<file path="src/rtl/fir3_mac_sequencer.sv">
// fir3_mac_sequencer
// Time-multiplexed 3-tap FIR controller. One sample is accepted at a time and
// its three tap products are formed in turn on a single external multiplier
// (mul_a * mul_b -> mul_p, combinational), then summed in a local accumulator.
// The block also owns the delay line and the coefficient bank, and hands each
// result downstream on a valid/ready interface.
//
// Timeline for one sample (accept at edge N):
//   N   : IDLE -> TAP0   (cur captured)
//   N+1 : TAP0 -> TAP1   (acc  = cur*c0)
//   N+2 : TAP1 -> TAP2   (acc += d1*c1)
//   N+3 : TAP2 -> OUT    (acc += d2*c2, delay line shifts)
//   OUT holds out_valid until out_ready, then returns to IDLE.

module fir3_mac_sequencer #(
   parameter int DATA_W = 8,
   parameter int COEF_W = 8,
   parameter int ACC_W  = DATA_W + COEF_W + 2
) (
   input  logic                            clk,
   input  logic                            rst_n,
   input  logic                            in_valid,
   output logic                            in_ready,
   input  logic signed [DATA_W-1:0]        in_data,
   input  logic                            coef_we,
   input  logic        [1:0]               coef_addr,
   input  logic signed [COEF_W-1:0]        coef_wdata,
   input  logic                            flush,
   output logic signed [DATA_W-1:0]        mul_a,
   output logic signed [COEF_W-1:0]        mul_b,
   input  logic signed [DATA_W+COEF_W-1:0] mul_p,
   output logic                            out_valid,
   input  logic                            out_ready,
   output logic signed [ACC_W-1:0]         out_data,
   output logic                            busy
);

   localparam int PROD_W = DATA_W + COEF_W;

   typedef enum logic [2:0] {
      IDLE,
      TAP0,
      TAP1,
      TAP2,
      OUT
   } state_t;

   state_t state;
   state_t state_nxt;

   // Current sample and the two previous samples (delay line).
   logic signed [DATA_W-1:0] cur;
   logic signed [DATA_W-1:0] d1;
   logic signed [DATA_W-1:0] d2;

   // Coefficient bank.
   logic signed [COEF_W-1:0] c0;
   logic signed [COEF_W-1:0] c1;
   logic signed [COEF_W-1:0] c2;

   logic signed [ACC_W-1:0]  acc;
   logic signed [ACC_W-1:0]  prod_ext;

   logic idle;
   logic accept;
   logic coef_wr;

   // Side effects (accept, flush, coefficient write) are only honoured in IDLE.
   assign idle    = (state == IDLE);
   assign accept  = idle & in_valid;
   assign coef_wr = idle & coef_we;

   // Sign-extend the product to accumulator width; ACC_W leaves two guard
   // bits, enough for the sum of three full-scale products.
   assign prod_ext = {{(ACC_W-PROD_W){mul_p[PROD_W-1]}}, mul_p};

   // The accumulator only changes in TAP states, so it is stable in OUT.
   assign out_data = acc;

   // State register.
   always_ff @(posedge clk or negedge rst_n) begin
      // NOTE: sequential state uses <= so every flop samples pre-edge values,
      // regardless of the order in which always blocks are evaluated.
      if (!rst_n) begin
         state <= IDLE;
      end else begin
         state <= state_nxt;
      end
   end

   // Next-state logic and state-decoded outputs.
   always_comb begin
      // NOTE: everything assigned here is given a default first; a path that
      // skipped an assignment would otherwise infer a latch.
      state_nxt = state;
      in_ready  = 1'b0;
      out_valid = 1'b0;
      busy      = 1'b1;
      mul_a     = '0;
      mul_b     = '0;

      case (state)
         IDLE: begin
            in_ready = 1'b1;
            busy     = 1'b0;
            if (in_valid) begin
               state_nxt = TAP0;
            end
         end
         TAP0: begin
            mul_a     = cur;
            mul_b     = c0;
            state_nxt = TAP1;
         end
         TAP1: begin
            mul_a     = d1;
            mul_b     = c1;
            state_nxt = TAP2;
         end
         TAP2: begin
            mul_a     = d2;
            mul_b     = c2;
            state_nxt = OUT;
         end
         OUT: begin
            out_valid = 1'b1;
            if (out_ready) begin
               state_nxt = IDLE;
            end
         end
         default: begin
            // Unreachable encodings recover to IDLE.
            in_ready  = 1'b1;
            busy      = 1'b0;
            state_nxt = IDLE;
         end
      endcase
   end

   // Sample capture and delay-line maintenance.
   always_ff @(posedge clk or negedge rst_n) begin
      if (!rst_n) begin
         cur <= '0;
         d1  <= '0;
         d2  <= '0;
      end else begin
         // Flush only clears history; a sample accepted in the same cycle
         // still loads into cur and sees an empty delay line.
         if (idle && flush) begin
            d1 <= '0;
            d2 <= '0;
         end
         if (accept) begin
            cur <= in_data;
         end
         // Shift after the last tap has consumed d1/d2, so the next sample
         // sees this one as d1.
         if (state == TAP2) begin
            d2 <= d1;
            d1 <= cur;
         end
      end
   end

   // Multiply-accumulate over the three tap states.
   always_ff @(posedge clk or negedge rst_n) begin
      if (!rst_n) begin
         acc <= '0;
      end else begin
         case (state)
            TAP0:       acc <= prod_ext;
            TAP1, TAP2: acc <= acc + prod_ext;
            default:    acc <= acc;
         endcase
      end
   end

   // Coefficient bank writes; address 3 is a no-op.
   always_ff @(posedge clk or negedge rst_n) begin
      // NOTE: the bank is three discrete registers rather than a RAM, so it
      // takes the async reset and the filter output is defined after reset.
      if (!rst_n) begin
         c0 <= '0;
         c1 <= '0;
         c2 <= '0;
      end else if (coef_wr) begin
         case (coef_addr)
            2'd0:    c0 <= coef_wdata;
            2'd1:    c1 <= coef_wdata;
            2'd2:    c2 <= coef_wdata;
            default: ;
         endcase
      end
   end

endmodule

</file>
<file path="config.mk">
export PLATFORM = sky130hd
export DESIGN_NAME = fir3_mac_sequencer
export DESIGN_NICKNAME = d
export VERILOG_FILES = /design/src/rtl/fir3_mac_sequencer.sv
export SDC_FILE = /design/constraint.sdc
export NUM_CORES = 1
export LEC_CHECK = 0
export ABC_AREA = 1
export CAP_MARGIN = 30
export CELL_PAD_IN_SITES_DETAIL_PLACEMENT = 1
export CELL_PAD_IN_SITES_GLOBAL_PLACEMENT = 2
export CORE_UTILIZATION = 32
export DETAILED_ROUTE_END_ITERATION = 12
export PLACE_DENSITY = 0.87
export SETUP_SLACK_MARGIN = 0.1
export SYNTH_ARGS = -nofsm -noshare
export SYNTH_HDL_FRONTEND = slang
export SYNTH_SLANG_ARGS = --single-unit
export TNS_END_PERCENT = 5
</file>
<file path="constraint.sdc">
create_clock -name clk -period 3 [get_ports clk]
set_input_delay 0.45 -clock clk [delete_from_list [all_inputs] [get_ports clk]]
set_output_delay 0.45 -clock clk [all_outputs]
set_load 0.02 [all_outputs]
</file>
# Yosys cells after proc, flatten, opt, wreduce, memory -nomap -nowiden
# Cells that the tools add are included.
totals:
  ff_bits: 69
  in_bits: 40
classes:
  bitwise: 2
  eq_ne: 8
  add_sub_neg: 1
  reduce_logical: 11
  mux: 12
op_table:
  columns: ["operator", "n"]
  rows:
  - ["$pmux 8 s3", 2]
  - ["$pmux 18 s2", 1]
  - ["$mux 8", 3]
  - ["$add 18x16->18", 1]
  - ["$pmux 3 s5", 1]
  - ["$reduce_and 2->1", 4]
  - ["$eq 3x2->1 const B", 2]
  - ["$mux 3", 2]
  - ["$ne 2x2->1 const B", 2]
  - ["$reduce_bool 2->1", 2]
  - ["$reduce_or 4->1", 1]
  - ["$eq 3x1->1 const B", 1]
  - ["$eq 3x3->1 const B", 1]
  - ["$logic_not 3->1", 1]
  - ["$mux 1", 3]
  - ["$and 1x1->1", 2]
  - ["$eq 2x1->1 const B", 1]
  - ["$eq 2x2->1 const B", 1]
  - ["$logic_not 2->1", 1]
  - ["$reduce_or 2->1", 1]
  - ["$logic_and 1x1->1", 1]

# Logic depth before layout (Yosys ltp)
logic_depth:
  ltp_word: 4
  ltp_mapped: 13
  depth_no_buf: 13

# Worst setup path after synthesis
# OpenSTA, ideal clock, no wires.
synth_timing:
  kind: "register -> output"
  start: "register state[1]"
  end: "output mul_a[2]"
  path_stages_with_launch: 9
  t_arrival_ps: 1567
  path_slack_ps: 983
  cell_sequence: "dfrtp_1 buf_4 inv_2 nor2_2 inv_2 nor2_1 inv_2 buf_2 o221ai_1"
synth_between:
  elab_chain_cells: 2
  word_cells_on_any_way: 4
  cone_classes: "eq/ne (3); mux (1)"
synth_rtl:
  columns: ["element", "line_no", "source"]
  rows:
  - ["from (decl)", "48", "state_t state;"]
  - ["from (signal assigned)", "87", "state <= state_nxt;"]
  - ["$eq 3x2->1 or $eq 3x1->1 (tied branches)", "102", "case (state)"]
  - ["$pmux 8 s3 *", "102", null]
  - ["to (decl)", "29", "output logic signed [DATA_W-1:0] mul_a,"]
# Every way passes the cells marked *; elsewhere a longest branch is shown, timed or not.

# Worst setup path after layout
layout_timing:
  start: "register state[2]"
  end: "output mul_a[4]"
# Same word-level chain as after synthesis.

==> results.yml <==
clock_network:
  cts_root_buffer: "clkbuf_16"
  cts.sinks: 69
  cts_buffers: 9
  hold_buffers: 0
  clk_pin_slew_ns: 0.06
  cts_setup_buffers: 0
  cts_tree: "yes"
  cts.htree.levels: 3
  worst_skew_pair.late_latency_ns: 0.35
  clock_path_buffers: 2
  cts_resized: 0
logic_synthesis:
  yosys.area.top_type: "dfrtp_1"
  netlist_top_cells_count: "nand2_1 (138), inv_1 (74), dfrtp_1 (69)"
  synth_most_common_cell: "nand2_1"
  syn-instance-count: 514
  syn-num-nets: 572
  synth_edf_count: 0
  syn_area_um2: 3990
  synth_seq_cells: 69
  yosysSeqAreaShare_pct: 43.3
  syn_area_per_cell_um2: 7.76
  synth_top_area_share_pct: 43.3
  yosys.cell_types.count: 33
  synth.area.top_cells: "dfrtp_1 (43%), nand2_1 (13%), inv_1 (7.0%)"
  synth_ff_type: "dfrtp_1"
  yosysWarningCount: 0
  synth-async-reset-ratio_pct: 100
power_and_ir_drop:
  p_total_uw: 6400
  vdd_drop_max_mv: 0.514
  p_leak_uw: 0.00252
  power_density_nw_per_um2: 1210
worst_setup_path:
  path_class: "reg -> out"
  required_ns: 2.55
  path_buf_inv: 3
  startpoint_type: "flop"
  cp_top_family: "buffers and inverters"
  crit_path_end_kind: "primary output"
  crit_fanout: 33
  arrival_ns: 2.40
  crit_slowest_cell: "clkdlybuf4s50_1"
  crit_chain: "nor2_2 > inv_2 > nor2_1 > inv_2 > o221ai_1 > clkdlybuf4s50_1"
  slowest_delay_ns: 0.67
  crit_top_cell: "inv_2"
min_path:
  min_path_type: "in -> async"
place:
  place.gp.congestion: 0.800
  port_buffers: 76
  dp_hpwl_um: 8450
layout:
  final_nets: 655
  drive_gt1_share_pct: 7.64
  diodes: 0
  final_core_util_pct: 43.8
  nFillCells: 1472
  syn_to_final_growth_pct: 32.3
detailed_routing:
  drc: 0
  vias_per_cell: 4.82
  wl_per_cell_um: 15.3
  drt-pass1-iter-count: 4
  wl_um: 11800
  initialDrtViolationCount: 114
  ant_nets: 0
  via_count: 3710
die:
  core_um2: 12100
  die_x_um: 114
  ios: 77
  die_h_um: 114
  die_area_um2: 12900
  rows: 40
  floorplan.initialDensity_pct: 33.1
sta:
  rsz0062_at_grt: "true"
  setup_viol: 0
  max_freq_ghz: 0.351
  skew_ns: 0.00664
  tightest_slew_ns: 0.610
  tns_ns: 0
  maxSlewHeadroom_pct: 59.3
  drv_slew: 0
  hold_viol: 0
  fin_crit_sh_pct: 95.1
  fin_crit_ns: 2.85
grt:
  overflow: 0
  grt_usage_pct: 19.9
  antenna_found_initial: 0
  grt_max_degree: 70
  grt_pass1_wl_um: 19800
  grt_pass1_vias: 3985
flow_run:
  drv_cap: 0
outcome:
  status: "completed"
-- layer usage --
layer	share of wire [%]	track usage, %	vias up	routed length [µm]
met4	1.5	7.11	0	176
met1	47	24.7	1766	5510
li1	-	-	1856	-
met5	0	0	-	0
met3	3.7	4.41	14	438
met2	48	33.9	74	5640
-- area by class of cell --
cell class                      count  area (µm²)  area share (%)
Inverter                           79         297            5.62
Clock buffer                        9         225            4.27
Clock inverter                      7        75.1            1.42
Sequential cell                    69        1730            32.7
Timing Repair Buffer               86         846            16.0
Multi-Input combinational cell    352        1900            36.0
Tap cell                          168         210            3.98
-- layout by cell type, fill, tap and decap left out, drive strengths merged, types with 2 or more instances in the layout --
cell type      count
a21oi             29
and2               2
buf               11
clkbuf             9
clkdlybuf4s50     74
clkinv             7
dfrtp             69
ha                17
inv               78
mux2               8
nand2            140
nand3             29
nand3b             2
nand4              3
nor2              41
nor3               3
o211ai             5
o21ai             32
o221ai            16
o22ai             16
xnor2              2
xor2               2
-- stage by stage --
step	hold slack (ns)	instances	instance area, µm²	setup slack (ns)
6_report	0.116	770	5280	0.147
5_1_grt	0.153	770	5280	0.0300
4_1_cts	0.134	770	5280	0.132
3_5_place_dp	0.500	754	4970	0.432
3_3_place_gp	0.490	754	4970	0.502
2_1_floorplan	0.154	514	3990	0.983
-- kinds of logic after synthesis --
family / Yosys count / share of synthesized area (%)
mux: 8 / 2.26
simple gates: 222 / 23.5
fa+ha+maj: 18 / 5.83
buf+inv: 93 / 9.16
compound gates: 100 / 15.1
xor+xnor: 4 / 0.878
flops: 69 / 43.3
-- state kept, by name (all words and copies together) (netlist names) --
name,count
state,3
c2,8
d1,8
c0,8
cur,8
d2,8
c1,8
out_data,18
-- worst reg2reg max path, delay by kind of cell, from the launching register on --
kind	cells	cell delay (ns)
AO/OA/AOI/OAI	1	0.12
adder cells (fa/ha/maj)	2	0.63
flip-flops	1	0.40
AND/OR/NAND/NOR	9	0.79
-- report_power, final --
group,switching (µW),internal (µW),leakage [µW],total [µW]
logic,2240,1450,0.00153,3690
clock network,456,648,0.000150,1100
registers,235,1360,0.000840,1600
-- path summary, 6_finish.rpt --
| path | from | to | slack [ns] | cells past startpoint |
|---|---|---|---|---|
| setup / recovery | state[2]$_DFFE_PN0P_ | mul_a[4] | 0.15 | 6 |
| hold reg to reg | c0[4]$_DFFE_PN0P_ | c0[4]$_DFFE_PN0P_ | 0.51 | 1 |
| hold / removal | rst_n | out_data[3]$_DFFE_PN0P_ | 0.12 | 2 |
| setup reg to reg | out_data[0]$_DFFE_PN0P_ | out_data[10]$_DFFE_PN0P_ | 0.95 | 12 |
| min in group clk | c0[4]$_DFFE_PN0P_ | c0[4]$_DFFE_PN0P_ | 0.51 | 1 |
| max in group asynchronous | rst_n | out_data[14]$_DFFE_PN0P_ | 2.56 | 2 |
No activity file was read; power rests on OpenSTA's default activity.
